**config.mk**
```make
export PLATFORM = sky130hd
export DESIGN_NAME = engine_array_dispatcher_flat
export DESIGN_NICKNAME = d
export VERILOG_FILES = /design/src/rtl/engine_array_dispatcher_if.sv /design/src/rtl/engine_array_dispatcher.sv /design/src/flat_wrapper.sv
export SDC_FILE = /design/constraint.sdc
export NUM_CORES = 1
export LEC_CHECK = 0
export ABC_AREA = 1
export BUFFER_PORTS_ARGS = -buffer_cell sky130_fd_sc_hd__buf_2
export CORE_MARGIN = 4
export CORE_UTILIZATION = 46
export DETAILED_ROUTE_END_ITERATION = 8
export PLACE_DENSITY = 0.81
export SLEW_MARGIN = 20
export SYNTH_ARGS = -nofsm -noshare
export SYNTH_HDL_FRONTEND = slang
export SYNTH_SLANG_ARGS = --single-unit
```
**constraint.sdc**
```tcl
create_clock -name clk -period 3 [get_ports clk]
set_clock_uncertainty 0.05 [all_clocks]
set_input_delay 0.45 -clock clk [delete_from_list [all_inputs] [get_ports clk]]
set_output_delay 0.45 -clock clk [all_outputs]
set_load 0.01 [all_outputs]
```
**src/rtl/engine_array_dispatcher_if.sv**
```systemverilog
// Channel bundle between the dispatcher and its environment: upstream PC channel,
// per-lane engine input/output channels, merged downstream channel and status.
interface engine_array_dispatcher_if #(
    parameter int PC_WIDTH            = 8,
    parameter int CC_ID_BITS          = 1,
    parameter int LATENCY_COUNT_WIDTH = 8,
    parameter int LANE_BITS           = 2
);
    localparam int DW = PC_WIDTH + CC_ID_BITS;
    localparam int LW = LATENCY_COUNT_WIDTH;
    localparam int N  = 2 ** LANE_BITS;

    logic              in_valid;
    logic              in_ready;
    logic [DW-1:0]     in_data;
    logic [LW-1:0]     in_latency;

    logic [N-1:0]      lane_in_valid;
    logic [N-1:0]      lane_in_ready;
    logic [N*DW-1:0]   lane_in_data;
    logic [N*LW-1:0]   lane_in_latency;

    logic [N-1:0]      lane_out_valid;
    logic [N-1:0]      lane_out_ready;
    logic [N*DW-1:0]   lane_out_data;
    logic [N*LW-1:0]   lane_out_latency;

    logic              out_valid;
    logic              out_ready;
    logic [DW-1:0]     out_data;
    logic [LW-1:0]     out_latency;

    logic [N-1:0]      lane_running;
    logic [N-1:0]      lane_full;
    logic              running;
    logic              full;

    // Environment side: feeds PCs, models the engines and the downstream sink.
    modport master (
        output in_valid, in_data, in_latency,
        output lane_in_ready,
        output lane_out_valid, lane_out_data, lane_out_latency,
        output out_ready,
        output lane_running, lane_full,
        input  in_ready,
        input  lane_in_valid, lane_in_data, lane_in_latency,
        input  lane_out_ready,
        input  out_valid, out_data, out_latency,
        input  running, full
    );

    // Dispatcher side.
    modport slave (
        input  in_valid, in_data, in_latency,
        input  lane_in_ready,
        input  lane_out_valid, lane_out_data, lane_out_latency,
        input  out_ready,
        input  lane_running, lane_full,
        output in_ready,
        output lane_in_valid, lane_in_data, lane_in_latency,
        output lane_out_ready,
        output out_valid, out_data, out_latency,
        output running, full
    );
endinterface

```
**src/rtl/engine_array_dispatcher.sv**
```systemverilog
// Spreads incoming PCs round-robin over N engine lanes and merges the lane outputs
// round-robin into a 2-entry skid FIFO that drives the downstream channel.
module engine_array_dispatcher #(
    parameter int PC_WIDTH            = 8,
    parameter int CC_ID_BITS          = 1,
    parameter int LATENCY_COUNT_WIDTH = 8,
    parameter int LANE_BITS           = 2
) (
    input  logic                        clk,
    input  logic                        rst,
    engine_array_dispatcher_if.slave    bus
);
    localparam int DW = PC_WIDTH + CC_ID_BITS;
    localparam int LW = LATENCY_COUNT_WIDTH;
    localparam int N  = 2 ** LANE_BITS;
    localparam logic [LW-1:0] LAT_MAX = '1;

    // Circular first-set search starting at ptr; returns {found, index}.
    // Iterating from the farthest offset down lets the nearest request win last.
    function automatic logic [LANE_BITS:0] rr_pick(input logic [N-1:0]         req,
                                                   input logic [LANE_BITS-1:0] ptr);
        logic [LANE_BITS:0]   result;
        logic [LANE_BITS-1:0] idx;
        result = '0;
        for (int o = N - 1; o >= 0; o--) begin
            idx = ptr + LANE_BITS'(o);
            if (req[idx]) begin
                result = {1'b1, idx};
            end
        end
        return result;
    endfunction

    // ---------------------------------------------------------------- dispatch
    logic [LANE_BITS-1:0] dptr_reg, dptr_next;
    logic [N-1:0]         eligible;
    logic                 disp_found;
    logic [LANE_BITS-1:0] disp_lane;
    logic                 in_fire;

    assign eligible                = bus.lane_in_ready & ~bus.lane_full;
    assign {disp_found, disp_lane} = rr_pick(eligible, dptr_reg);
    assign bus.in_ready            = |eligible;
    assign in_fire                 = bus.in_valid & disp_found;

    generate
        for (genvar gi = 0; gi < N; gi++) begin : g_lane_in
            assign bus.lane_in_valid[gi]            = in_fire && (disp_lane == LANE_BITS'(gi));
            assign bus.lane_in_data[gi*DW +: DW]    = bus.in_data;
            assign bus.lane_in_latency[gi*LW +: LW] = bus.in_latency;
        end
    endgenerate

    // ------------------------------------------------------------------- merge
    logic [LANE_BITS-1:0] mptr_reg, mptr_next;
    logic                 merge_found;
    logic [LANE_BITS-1:0] merge_lane;
    logic                 fifo_can_accept;
    logic                 grant;
    logic [DW-1:0]        lane_out_data_arr [N];
    logic [LW-1:0]        lane_out_lat_arr  [N];
    logic [DW-1:0]        sel_data;
    logic [LW-1:0]        sel_lat;
    logic [LW-1:0]        push_lat;

    generate
        for (genvar gi = 0; gi < N; gi++) begin : g_lane_out
            assign lane_out_data_arr[gi] = bus.lane_out_data[gi*DW +: DW];
            assign lane_out_lat_arr[gi]  = bus.lane_out_latency[gi*LW +: LW];
            assign bus.lane_out_ready[gi] = grant && (merge_lane == LANE_BITS'(gi));
        end
    endgenerate

    // ---------------------------------------------------------- output FIFO
    logic [DW-1:0] fifo_data_reg [2];
    logic [LW-1:0] fifo_lat_reg  [2];
    logic          wr_ptr_reg, wr_ptr_next;
    logic          rd_ptr_reg, rd_ptr_next;
    logic [1:0]    count_reg, count_next;
    logic          out_valid_reg;
    logic          pop;

    assign {merge_found, merge_lane} = rr_pick(bus.lane_out_valid, mptr_reg);
    // A full FIFO still accepts when the head leaves in the same cycle.
    assign fifo_can_accept = (count_reg != 2'd2) || bus.out_ready;
    assign grant           = merge_found && fifo_can_accept && !rst;
    assign pop             = out_valid_reg && bus.out_ready;

    assign sel_data = lane_out_data_arr[merge_lane];
    assign sel_lat  = lane_out_lat_arr[merge_lane];
    assign push_lat = (sel_lat == LAT_MAX) ? LAT_MAX : sel_lat + LW'(1);

    always_comb begin
        dptr_next   = dptr_reg;
        mptr_next   = mptr_reg;
        wr_ptr_next = wr_ptr_reg;
        rd_ptr_next = rd_ptr_reg;
        count_next  = count_reg;
        if (in_fire) begin
            dptr_next = disp_lane + LANE_BITS'(1);
        end
        if (grant) begin
            mptr_next   = merge_lane + LANE_BITS'(1);
            wr_ptr_next = ~wr_ptr_reg;
        end
        if (pop) begin
            rd_ptr_next = ~rd_ptr_reg;
        end
        case ({grant, pop})
            2'b10:   count_next = count_reg + 2'd1;
            2'b01:   count_next = count_reg - 2'd1;
            default: count_next = count_reg;
        endcase
    end

    always_ff @(posedge clk) begin
        if (rst) begin
            dptr_reg      <= '0;
            mptr_reg      <= '0;
            wr_ptr_reg    <= 1'b0;
            rd_ptr_reg    <= 1'b0;
            count_reg     <= 2'd0;
            out_valid_reg <= 1'b0;
        end else begin
            dptr_reg      <= dptr_next;
            mptr_reg      <= mptr_next;
            wr_ptr_reg    <= wr_ptr_next;
            rd_ptr_reg    <= rd_ptr_next;
            count_reg     <= count_next;
            out_valid_reg <= (count_next != 2'd0);
        end
    end

    // Storage only captures granted (valid) data, so lane don't-cares never land here.
    always_ff @(posedge clk) begin
        if (grant) begin
            fifo_data_reg[wr_ptr_reg] <= sel_data;
            fifo_lat_reg[wr_ptr_reg]  <= push_lat;
        end
    end

    assign bus.out_valid   = out_valid_reg;
    assign bus.out_data    = out_valid_reg ? fifo_data_reg[rd_ptr_reg] : '0;
    assign bus.out_latency = out_valid_reg ? fifo_lat_reg[rd_ptr_reg]  : '0;

    // ------------------------------------------------------------------ status
    assign bus.running = (|bus.lane_running) | out_valid_reg;
    assign bus.full    = &bus.lane_full;

endmodule

```
**src/flat_wrapper.sv**
```systemverilog
// flat-port wrapper written by rule: the top's interface ports become plain ports
module engine_array_dispatcher_flat 
#(
    parameter int PC_WIDTH            = 8,
    parameter int CC_ID_BITS          = 1,
    parameter int LATENCY_COUNT_WIDTH = 8,
    parameter int LANE_BITS           = 2
)
  (clk, rst, bus_in_valid, bus_in_data, bus_in_latency, bus_lane_in_ready, bus_lane_out_valid, bus_lane_out_data, bus_lane_out_latency, bus_out_ready, bus_lane_running, bus_lane_full, bus_in_ready, bus_lane_in_valid, bus_lane_in_data, bus_lane_in_latency, bus_lane_out_ready, bus_out_valid, bus_out_data, bus_out_latency, bus_running, bus_full);
  engine_array_dispatcher_if #(.PC_WIDTH(PC_WIDTH), .CC_ID_BITS(CC_ID_BITS), .LATENCY_COUNT_WIDTH(LATENCY_COUNT_WIDTH), .LANE_BITS(LANE_BITS)) bus_i ();
  input  logic clk;
  input  logic rst;
  input wire logic [$bits(bus_i.in_valid)-1:0] bus_in_valid;
  input wire logic [$bits(bus_i.in_data)-1:0] bus_in_data;
  input wire logic [$bits(bus_i.in_latency)-1:0] bus_in_latency;
  input wire logic [$bits(bus_i.lane_in_ready)-1:0] bus_lane_in_ready;
  input wire logic [$bits(bus_i.lane_out_valid)-1:0] bus_lane_out_valid;
  input wire logic [$bits(bus_i.lane_out_data)-1:0] bus_lane_out_data;
  input wire logic [$bits(bus_i.lane_out_latency)-1:0] bus_lane_out_latency;
  input wire logic [$bits(bus_i.out_ready)-1:0] bus_out_ready;
  input wire logic [$bits(bus_i.lane_running)-1:0] bus_lane_running;
  input wire logic [$bits(bus_i.lane_full)-1:0] bus_lane_full;
  output wire logic [$bits(bus_i.in_ready)-1:0] bus_in_ready;
  output wire logic [$bits(bus_i.lane_in_valid)-1:0] bus_lane_in_valid;
  output wire logic [$bits(bus_i.lane_in_data)-1:0] bus_lane_in_data;
  output wire logic [$bits(bus_i.lane_in_latency)-1:0] bus_lane_in_latency;
  output wire logic [$bits(bus_i.lane_out_ready)-1:0] bus_lane_out_ready;
  output wire logic [$bits(bus_i.out_valid)-1:0] bus_out_valid;
  output wire logic [$bits(bus_i.out_data)-1:0] bus_out_data;
  output wire logic [$bits(bus_i.out_latency)-1:0] bus_out_latency;
  output wire logic [$bits(bus_i.running)-1:0] bus_running;
  output wire logic [$bits(bus_i.full)-1:0] bus_full;
  assign bus_i.in_valid = bus_in_valid;
  assign bus_i.in_data = bus_in_data;
  assign bus_i.in_latency = bus_in_latency;
  assign bus_i.lane_in_ready = bus_lane_in_ready;
  assign bus_i.lane_out_valid = bus_lane_out_valid;
  assign bus_i.lane_out_data = bus_lane_out_data;
  assign bus_i.lane_out_latency = bus_lane_out_latency;
  assign bus_i.out_ready = bus_out_ready;
  assign bus_i.lane_running = bus_lane_running;
  assign bus_i.lane_full = bus_lane_full;
  assign bus_in_ready = bus_i.in_ready;
  assign bus_lane_in_valid = bus_i.lane_in_valid;
  assign bus_lane_in_data = bus_i.lane_in_data;
  assign bus_lane_in_latency = bus_i.lane_in_latency;
  assign bus_lane_out_ready = bus_i.lane_out_ready;
  assign bus_out_valid = bus_i.out_valid;
  assign bus_out_data = bus_i.out_data;
  assign bus_out_latency = bus_i.out_latency;
  assign bus_running = bus_i.running;
  assign bus_full = bus_i.full;
  engine_array_dispatcher #(.PC_WIDTH(PC_WIDTH), .CC_ID_BITS(CC_ID_BITS), .LATENCY_COUNT_WIDTH(LATENCY_COUNT_WIDTH), .LANE_BITS(LANE_BITS)) u_core (.clk(clk), .rst(rst), .bus(bus_i));
endmodule
```
; After elaboration in Yosys (flattened, before gate mapping)
; Memory sizes are Yosys's and may differ from the RTL's. A register that Yosys moved wholly into a read port is not among the register bits.
; Index checks and enable logic that the tools add are counted.
[word_totals]
output_inout_bits = 97
ramBits = 34
word_cells = 104
n_memories = 2
ff_bits = 9
inputBits = 105
[classes]
n_eq_ne = 10
n_mux = 40
bitwise = 7
n_lt_le_gt_ge = 9
reduce_logical = 19
add_sub_neg = 11
[memory_table]
columns = name, words, width, rd, rd_ports_with_merged_regs, write_ports, line
row1 = u_core.fifo_data_reg, 2, 9, 1, 1, 1, engine_array_dispatcher.sv:75  ; logic [DW-1:0] fifo_data_reg [2];
row2 = u_core.fifo_lat_reg, 2, 8, 1, 1, 1, engine_array_dispatcher.sv:76  ; logic [LW-1:0] fifo_lat_reg [2];
[op_table]
columns = op, n
row1 = $mux W8, 4
row2 = $mux W9, 3
row3 = $lt A2 B3 Y1 const B, 8
row4 = $mux W3, 8
row5 = $bmux W9 S2, 1
row6 = $bmux W1 S2, 8
row7 = $bmux W8 S2, 1
row8 = $mux W1, 14
row9 = $logic_and A1 B1 Y1, 11
row10 = $add A2 B1 Y2 const B, 5
row11 = $eq A2 B2 Y1 const B, 5
row12 = $add A2 B2 Y2 const B, 4
row13 = $add A8 B1 Y8 const B, 1
row14 = $eq A8 B8 Y1 const B, 1
row15 = $reduce_or A4 Y1, 2
row16 = $eq A2 B1 Y1 const B, 3
row17 = $and A4 B4 Y4, 1
row18 = $logic_not A2 Y1, 2
row19 = $not A4 Y4, 1
row20 = $pmux W2 S2, 1
row21 = $reduce_and A4 Y1, 1
row22 = $ge A3 B3 Y1 const B, 1
row23 = $not A2 Y3, 1
row24 = $ne A2 B2 Y1 const B, 1
row25 = 7 further kinds, 8

; Depth between registers and ports, before layout
; Gate-level depths: netlist of the first run.
[logic_depth]
word_depth = 13
depth_mapped = 19
ltp_nobuf = 17

; Least setup slack after synthesis of the first run
; No wires, ideal clock.
[synth_path]
path_kind = input port to flip-flop
startpoint = input bus_lane_out_valid[3]
endpoint = memory u_core.fifo_data_reg[0][0] in the netlist's numbering (enable)
stages = 11
required_ns = 2.559
n_path_buf = 1
slack_ns = 0.599
arrival_ns = 1.960
setup_ns = 0.391
path_cell_list = inv_1 -> nand2_1 -> nand3_2 -> nand2_1 -> inv_2 -> nand3_1 -> nor2_1 -> nand2_1 -> nand2_1 -> clkbuf_1 -> nor2_1
[synth_between]
elab_chain_cells = 10
word_cells_on_any_way = 16
cone_classes = 14 x mux / 2 x reduce/logical
[synth_rtl]
columns = element, line
row1 = from (decl), flat_wrapper.sv:17  ; input wire logic [$bits(bus_i.lane_out_valid)-1:0] bus_lane_out_valid;
row2 = $bmux W1 S2, engine_array_dispatcher.sv:27  ; if (req[idx]) begin
row3 = $mux W1 (implied by the code), engine_array_dispatcher.sv:27
row4 = $mux W3 (3 in series), engine_array_dispatcher.sv:27
row5 = $mux W3 (*), engine_array_dispatcher.sv:27
row6 = $logic_and A1 B1 Y1 (*) (2 in series), engine_array_dispatcher.sv:86  ; assign grant = merge_found && fifo_can_accept && !rst;
row7 = $mux W1 (*), engine_array_dispatcher.sv:136  ; if (grant) begin
row8 = $mux W1 (implied by the code) (*), engine_array_dispatcher.sv:137  ; fifo_data_reg[wr_ptr_reg] <= sel_data;
row9 = to (decl), engine_array_dispatcher.sv:75
; Every way passes the cells marked *; elsewhere a longest branch is shown, timed or not. The select of a mux whose other input is x is not followed.

; Worst setup path in the final report of the first run
[layout_path]
startpoint = register u_core.dptr_reg[0]
endpoint = output bus_lane_in_valid[3]
[layout_between]
elab_chain_cells = 9
word_cells_on_any_way = 18
cone_classes = 3 x add/sub / 1 x eq/ne / 12 x mux / 1 x bitwise / 1 x reduce/logical
[layout_rtl]
columns = element, line
row1 = from (decl), engine_array_dispatcher.sv:35  ; logic [LANE_BITS-1:0] dptr_reg, dptr_next;
row2 = from (signal assigned), engine_array_dispatcher.sv:125  ; dptr_reg <= dptr_next;
row3 = $add A2 B2 Y2, engine_array_dispatcher.sv:26  ; idx = ptr + LANE_BITS'(o);
row4 = $bmux W1 S2, engine_array_dispatcher.sv:27
row5 = $mux W1 (implied by the code), engine_array_dispatcher.sv:27
row6 = $mux W3 (3 in series), engine_array_dispatcher.sv:27
row7 = $mux W3 (*), engine_array_dispatcher.sv:27
row8 = $eq A2 B2 Y1 or $and A1 B1 Y1 (tied branches), "engine_array_dispatcher.sv:48, engine_array_dispatcher.sv:44"
row9 = $logic_and A1 B1 Y1 (*), engine_array_dispatcher.sv:48  ; assign bus.lane_in_valid[gi] = in_fire && (disp_lane == LANE_BITS'(gi));
row10 = to (decl), flat_wrapper.sv:24  ; output wire logic [$bits(bus_i.lane_in_valid)-1:0] bus_lane_in_valid;
; Marks and branches as above.

==> results of run 1 <==
## report_power, final
part           total (W)  switching, W  internal, W
Clock           0.000350      0.000187     0.000164
Sequential       0.00131      0.000131      0.00118
Combinational    0.00351       0.00232      0.00119
## kinds of logic after synthesis
logic type      after synthesis  share of synthesized area (%)
xor+xnor                      5                           1.32
flops                        44                           31.5
fa+ha+maj                    10                           3.23
compound gates               62                           9.43
simple gates                262                           31.0
buf+inv                     157                           23.5
## stage by stage
stage | cells | hold WS, ns | area (um2) | utilization [%] | total power (W)
after floorplan | 540 | 0.409 | 3880 | - | 0.00409
after global placement | 681 | 0.421 | 4000 | 48.7 | 0.00459
after detailed placement | 681 | 0.425 | 4000 | 48.7 | 0.00474
after CTS | 689 | 0.356 | 4090 | 49.8 | 0.00512
after global routing | 691 | 0.374 | 4150 | 50.5 | 0.00574
final | 691 | 0.364 | 4150 | 50.5 | 0.00517
## area by class of cell
type,instances,share of cell area [%]
inverters,68,6.30
flip-flops and latches,44,29.6
repair buffers,127,16.2
clock inverters,1,0.121
multi-input cells,339,42.8
clock buffers,7,1.84
well taps,105,3.17
## worst max-delay path, cell delays in order (launching register included)
cell and delay (ns):
dfxtp_4 0.40, clkinvlp_4 0.16, o21ai_4 0.22, nand2_1 0.07
nand2_1 0.09, a21oi_1 0.05, a21oi_1 0.16, o21ai_0 0.12
a21oi_2 0.21, buf_4 0.14, ha_1 0.13, inv_1 0.04
nor2_1 0.09, buf_2 0.14
## path summary, 6_finish.rpt
kind,cells past startpoint,to
worst max-delay path,13,bus_lane_in_valid[3]
worst min-delay path,2,u_core.dptr_reg[0]
worst max register to register,17,u_core.fifo_lat_reg[0][6]
worst min register to register,2,u_core.wr_ptr_reg
## metal layers
metal	track usage (%)	vias to the layer above
met5	0	-
met4	7.56	0
met3	2.57	18
met2	32.8	135
met1	21.7	1577
li1	-	1756
## repair_timing
item / 4_1_cts / 5_1_grt
cloned: 0 / 0
setup endpoints to repair: 7 / 7
resized for setup: 3 / 13
pin swaps: 0 / 1
buffers inserted: 0 / 2
## cell usage after synthesis
library cell,number
nor2_2,6
xnor2_2,1
xnor2_1,1
o21ai_2,2
nor4_1,2
buf_4,72
o22ai_1,1
nor3_1,1
inv_1,64
inv_4,1
xor2_1,3
dfxtp_1,10
inv_2,2
nor3b_1,1
nand3_4,2
clkinv_1,1
nand3_2,5
clkbuf_4,1
nand3_1,51
o21ai_0,37
nand2_2,7
buf_2,4
buf_8,1
nand2_4,3
o2111ai_1,1
o31ai_1,1
o21ai_1,2
a21oi_1,7
nand2_1,94
clkbuf_1,7
o32ai_1,9
a211oi_1,1
edfxtp_1,34
buf_6,4
ha_1,10
nand4_1,1
nor2_8,1
nor2_1,85
nand3b_1,3
o221ai_1,1
==> results.cfg, run 1 <==
[outcome]
status = finished clean

[timing]
slew_violations = 0
period_needed_ns = 2.81
fmax_mhz = 356
setup_tns_ns = 0
timing.final.ws_setup_ns = 0.187
final-hold-violation-count = 0
maxSlewHeadroom_pct = 54.3
post-route-period-util_pct = 93.8
setup_violations = 0
tightest_slew_ns = 0.685

[pwr]
power_leakage_nw = 2.12
ir_drop_mv = 0.644
cellPowerDensity_nw_per_um2 = 1240

[clocking]
ctsHoldBuffers = 0
clk_pin_slew_ns = 0.08
clkLatencyLatePin_ns = 0.29
cts_sinks = 44
root_buffer = clkbuf_8
cts.path.max_buffers = 2
cts_tree = built
cts_max_level = 2
cts_buffers = 5

[drt]
route.met2.wl_mm = 4.62
detail_route.wl_per_cell_um = 13.2
top_layer = met4
met3_wirelength_um = 685
routed_via_density = 5.04
vias = 3486
drt-total-wl_mm = 9.15
drt_iter0_drc = 122
detail-route-antenna-nets = 0
drt_pass1_iterations = 4
drc = 0
drt-met1-wl_mm = 3.66

[placed_design]
gp_congestion = 0.964
port_buffers = 116
dpl_worst_slack_ns = 0.134
dp_hpwl_mm = 7.09

[floorplan]
die_h_um = 99.8
dieArea_um2 = 9960
dieWidth_um = 99.8
ios = 202
core_area_um2 = 8220
rows = 33
initial_utilization_pct = 47.2

[synthesis]
ys_warn_count = 0
yosys.area.top_type = edfxtp_1
synth_area_leaders = edfxtp_1 (26%), buf_4 (14%), nand2_1 (9.1%)
yosys.area.top_type_share_pct = 26.3
synthCells = 540
ys_types = 40
synth-seq-cells = 44
postSynthNetCount = 655
avgSynthCellArea_um2 = 7.18
synth-seq-area-share_pct = 31.5
synth_area_um2 = 3880

[worst_setup_path]
startpoint = u_core.dptr_reg[0]
critPathKind = flip-flop to output pin
rrSetupSlack_ns = 0.44
startpoint_type = flip-flop
cp_max_fo = 7
rr_startpoint = u_core.mptr_reg[0]
crit_arrival_ns = 2.31
required_ns = 2.50
endpoint_kind = output pin

[layout]
final_common_cell = buf_2
largest_register_ffs = 18
multi_input_area_um2 = 1780
mostFrequentLayoutCells = buf_2 (116), nand2_1 (94), nor2_1 (85)
seq_area_um2 = 1230
antenna-diode-count = 0
drive_gt1_share_pct = 28.8
area_delta_synth_final_pct = 7.07
nNetsFinal = 700
nFillCells = 777

[global_route]
antenna_found_initial = 0
grt_max_degree = 27
grt_overflow = 0
track_usage_pct = 18.3
first_global_vias = 3511
grt_pass1_wl_mm = 15.2

[flow_run]
max_cap_violations = 0

[min_path]
hold_path.class = input port to flip-flop
hp-start = rst
No activity file was read; power rests on OpenSTA's default activity.
==> inputs of run 2 (changes only) <==
--- a/config.mk
+++ b/config.mk
@@ -8,9 +8,9 @@
 export ABC_AREA = 1
 export BUFFER_PORTS_ARGS = -buffer_cell sky130_fd_sc_hd__buf_2
 export CORE_MARGIN = 4
-export CORE_UTILIZATION = 46
+export CORE_UTILIZATION = 40
 export DETAILED_ROUTE_END_ITERATION = 8
-export PLACE_DENSITY = 0.81
+export PLACE_DENSITY = 0.72
 export SLEW_MARGIN = 20
 export SYNTH_ARGS = -nofsm -noshare
 export SYNTH_HDL_FRONTEND = slang
==> constraint.sdc (replaced) <==
create_clock -name clk -period 2.8 [get_ports clk]
set_clock_uncertainty 0.05 [all_clocks]
set_input_delay 0.42 -clock clk [delete_from_list [all_inputs] [get_ports clk]]
set_output_delay 0.42 -clock clk [all_outputs]
set_load 0.01 [all_outputs]
==> results.cfg, run 2 (synthesis results as in run 1) <==
[placed_design]
dpl_cell_area_um2 = 4070
dpl_worst_slack_ns = 0.115
gp_congestion = 0.955
port_buffers = 116
dp_hpwl_mm = 7.12

[worst_setup_path]
rrSetupSlack_ns = 0.39
cpMaxStageDelayCell = dfxtp_4
critPathTopFamily = simple AND/OR/NAND/NOR gates
critPathKind = flip-flop to output pin
reg2reg_to = u_core.fifo_lat_reg[0][3]
path_buf_inv = 4
critPathMaxStageDelay_ns = 0.42
cp_max_fo = 23
endpoint_kind = output pin
rr_startpoint = u_core.mptr_reg[0]
required_ns = 2.33
path_cells = inv_4 > nand2_2 > nand3_1 > nand2_1 > nand3_4 > nand2_2 > nand2_4 > nand2_4 > buf_6 > ha_1 > inv_1 > nor2_1 > buf_2
r2r_cells = 16
crit_arrival_ns = 2.14
startpoint_type = flip-flop

[min_path]
hp-start = rst
hold_end = u_core.dptr_reg[0]
whs_path_depth = 2
hold_path.class = input port to flip-flop

[timing]
tightest_slew_ns = 0.519
fmax_mhz = 383
maxSlewHeadroom_pct = 65.2
setup_violations = 0
final-hold-violation-count = 0
rsz0062_at_grt = true
post-route-period-util_pct = 93.2
timing.final.ws_setup_ns = 0.190
slew_violations = 0
period_needed_ns = 2.61

[flow_run]
max_cap_violations = 0

[clocking]
cts_sinks = 44
clk_pin_slew_ns = 0.08
cts.path.max_buffers = 2
root_buffer = clkbuf_8
cts_max_level = 2
ctsHoldBuffers = 0
cts_tree = built
cts_buffers = 5
clkLatencyLatePin_ns = 0.29

[drt]
vias = 3386
drc = 0
drt_iter0_drc = 109
drt_pass1_iterations = 4
routed_via_density = 4.71
detail-route-antenna-nets = 0
detail_route.wl_per_cell_um = 12.4
drt-total-wl_mm = 8.95

[floorplan]
core_area_um2 = 9330
ios = 202
initial_utilization_pct = 41.6
dieWidth_um = 106
die_h_um = 106
rows = 35
dieArea_um2 = 11300

[layout]
final_common_cell = buf_2
nNetsFinal = 704
nFillCells = 974
drive_gt1_share_pct = 29.2
area_delta_synth_final_pct = 7.78
largest_register_ffs = 18
finish.instance_area_um2 = 4180
antenna-diode-count = 0
mostFrequentLayoutCells = buf_2 (116), nand2_1 (94), nor2_1 (85)

[pwr]
ir_drop_mv = 0.768
intPower_w = 0.00274
combPwrFrac_pct = 68.8
power_switching_w = 0.00279
switching_share_pct = 50.4
clkPwrFrac_pct = 6.6
seqPwrFrac_pct = 24.6
cellPowerDensity_nw_per_um2 = 1330
power_leakage_nw = 2.14

[global_route]
track_usage_pct = 15.4
grtUsageMet1_pct = 19.2
grt_pass1_wl_mm = 14.5
grt_overflow = 0
grt_busiest_layer = met2
antenna_found_initial = 0
grt.met2_usage_pct = 26.9
met3_usage_pct = 2.85
grt_max_degree = 24
first_global_vias = 3222

[outcome]
status = finished clean
## run 2: repair_timing
item	CTS	global route
setup endpoints to repair	8	8
pin swaps	0	1
gates resized for setup	5	6
buffers inserted	0	1
## run 2: cell type report
| type | count | area, um2 | share of cell area (%) |
|---|---|---|---|
| multi-input cells | 339 | 1750 | 41.9 |
| flip-flops and latches | 44 | 1230 | 29.4 |
| repair buffers | 131 | 701 | 16.8 |
| inverters | 68 | 258 | 6.17 |
| well taps | 129 | 161 | 3.86 |
| clock buffers | 7 | 76.3 | 1.83 |
| clock inverters | 1 | 3.75 | 0.0898 |
## run 2: power groups by stage
| stage | Clock [W] | Combinational (W) | Sequential [W] |
|---|---|---|---|
| floorplan | 0 | 0.00304 | 0.00134 |
| global placement | 0 | 0.00367 | 0.00136 |
| detailed placement | 0 | 0.00380 | 0.00137 |
| CTS | 0.000384 | 0.00380 | 0.00136 |
| global route | 0.000420 | 0.00432 | 0.00139 |
| finish | 0.000365 | 0.00381 | 0.00136 |
## run 2: metal layers
| metal | vias to the layer above | part of all wire (%) |
|---|---|---|
| met5 | - | 0 |
| met4 | 0 | 1.0 |
| met3 | 10 | 6.4 |
| met2 | 118 | 48 |
| met1 | 1495 | 44 |
| li1 | 1763 | - |
## run 2: worst max-delay path by stage
| stage | startpoint | end | slack [ns] | cells past startpoint |
|---|---|---|---|---|
| finish | u_core.mptr_reg[0] | bus_lane_out_ready[2] | 0.19 | 13 |
| global route | u_core.dptr_reg[0] | bus_lane_in_valid[1] | -0.04 | 13 |
| CTS | u_core.mptr_reg[0] | bus_lane_out_ready[2] | 0.03 | 13 |
| detailed placement | bus_lane_full[3] | bus_lane_in_valid[1] | 0.12 | 15 |
| global placement | bus_lane_full[3] | bus_lane_in_valid[0] | 0.25 | 15 |
| floorplan | u_core.mptr_reg[0] | u_core.fifo_data_reg[0][0] | 0.42 | 12 |
## run 2: worst reg2reg max path, stage by stage (launching register included)
cell     delay, ns
dfxtp_4       0.42
inv_4         0.07
nand2_2       0.07
nand3_1       0.10
nand2_1       0.14
nand3_4       0.09
nand2_2       0.08
nand2_4       0.09
nand2_4       0.12
nand2_1       0.07
nand3_1       0.07
nand2_1       0.09
ha_1          0.26
nand3_2       0.10
nor2_2        0.05
nand3_2       0.11
nand3_1       0.13
## run 2: through the flow
stage	setup TNS (ns)	hold WS, ns	utilization, %	cells	total power, W
3_3_place_gp	0	0.422	43.6	710	0.00503
6_report	0	0.336	44.8	719	0.00554
5_1_grt	-0.0391	0.323	44.8	719	0.00613
4_1_cts	0	0.325	44.5	718	0.00555
2_1_floorplan	0	0.409	-	540	0.00438
3_5_place_dp	0	0.425	43.6	710	0.00517
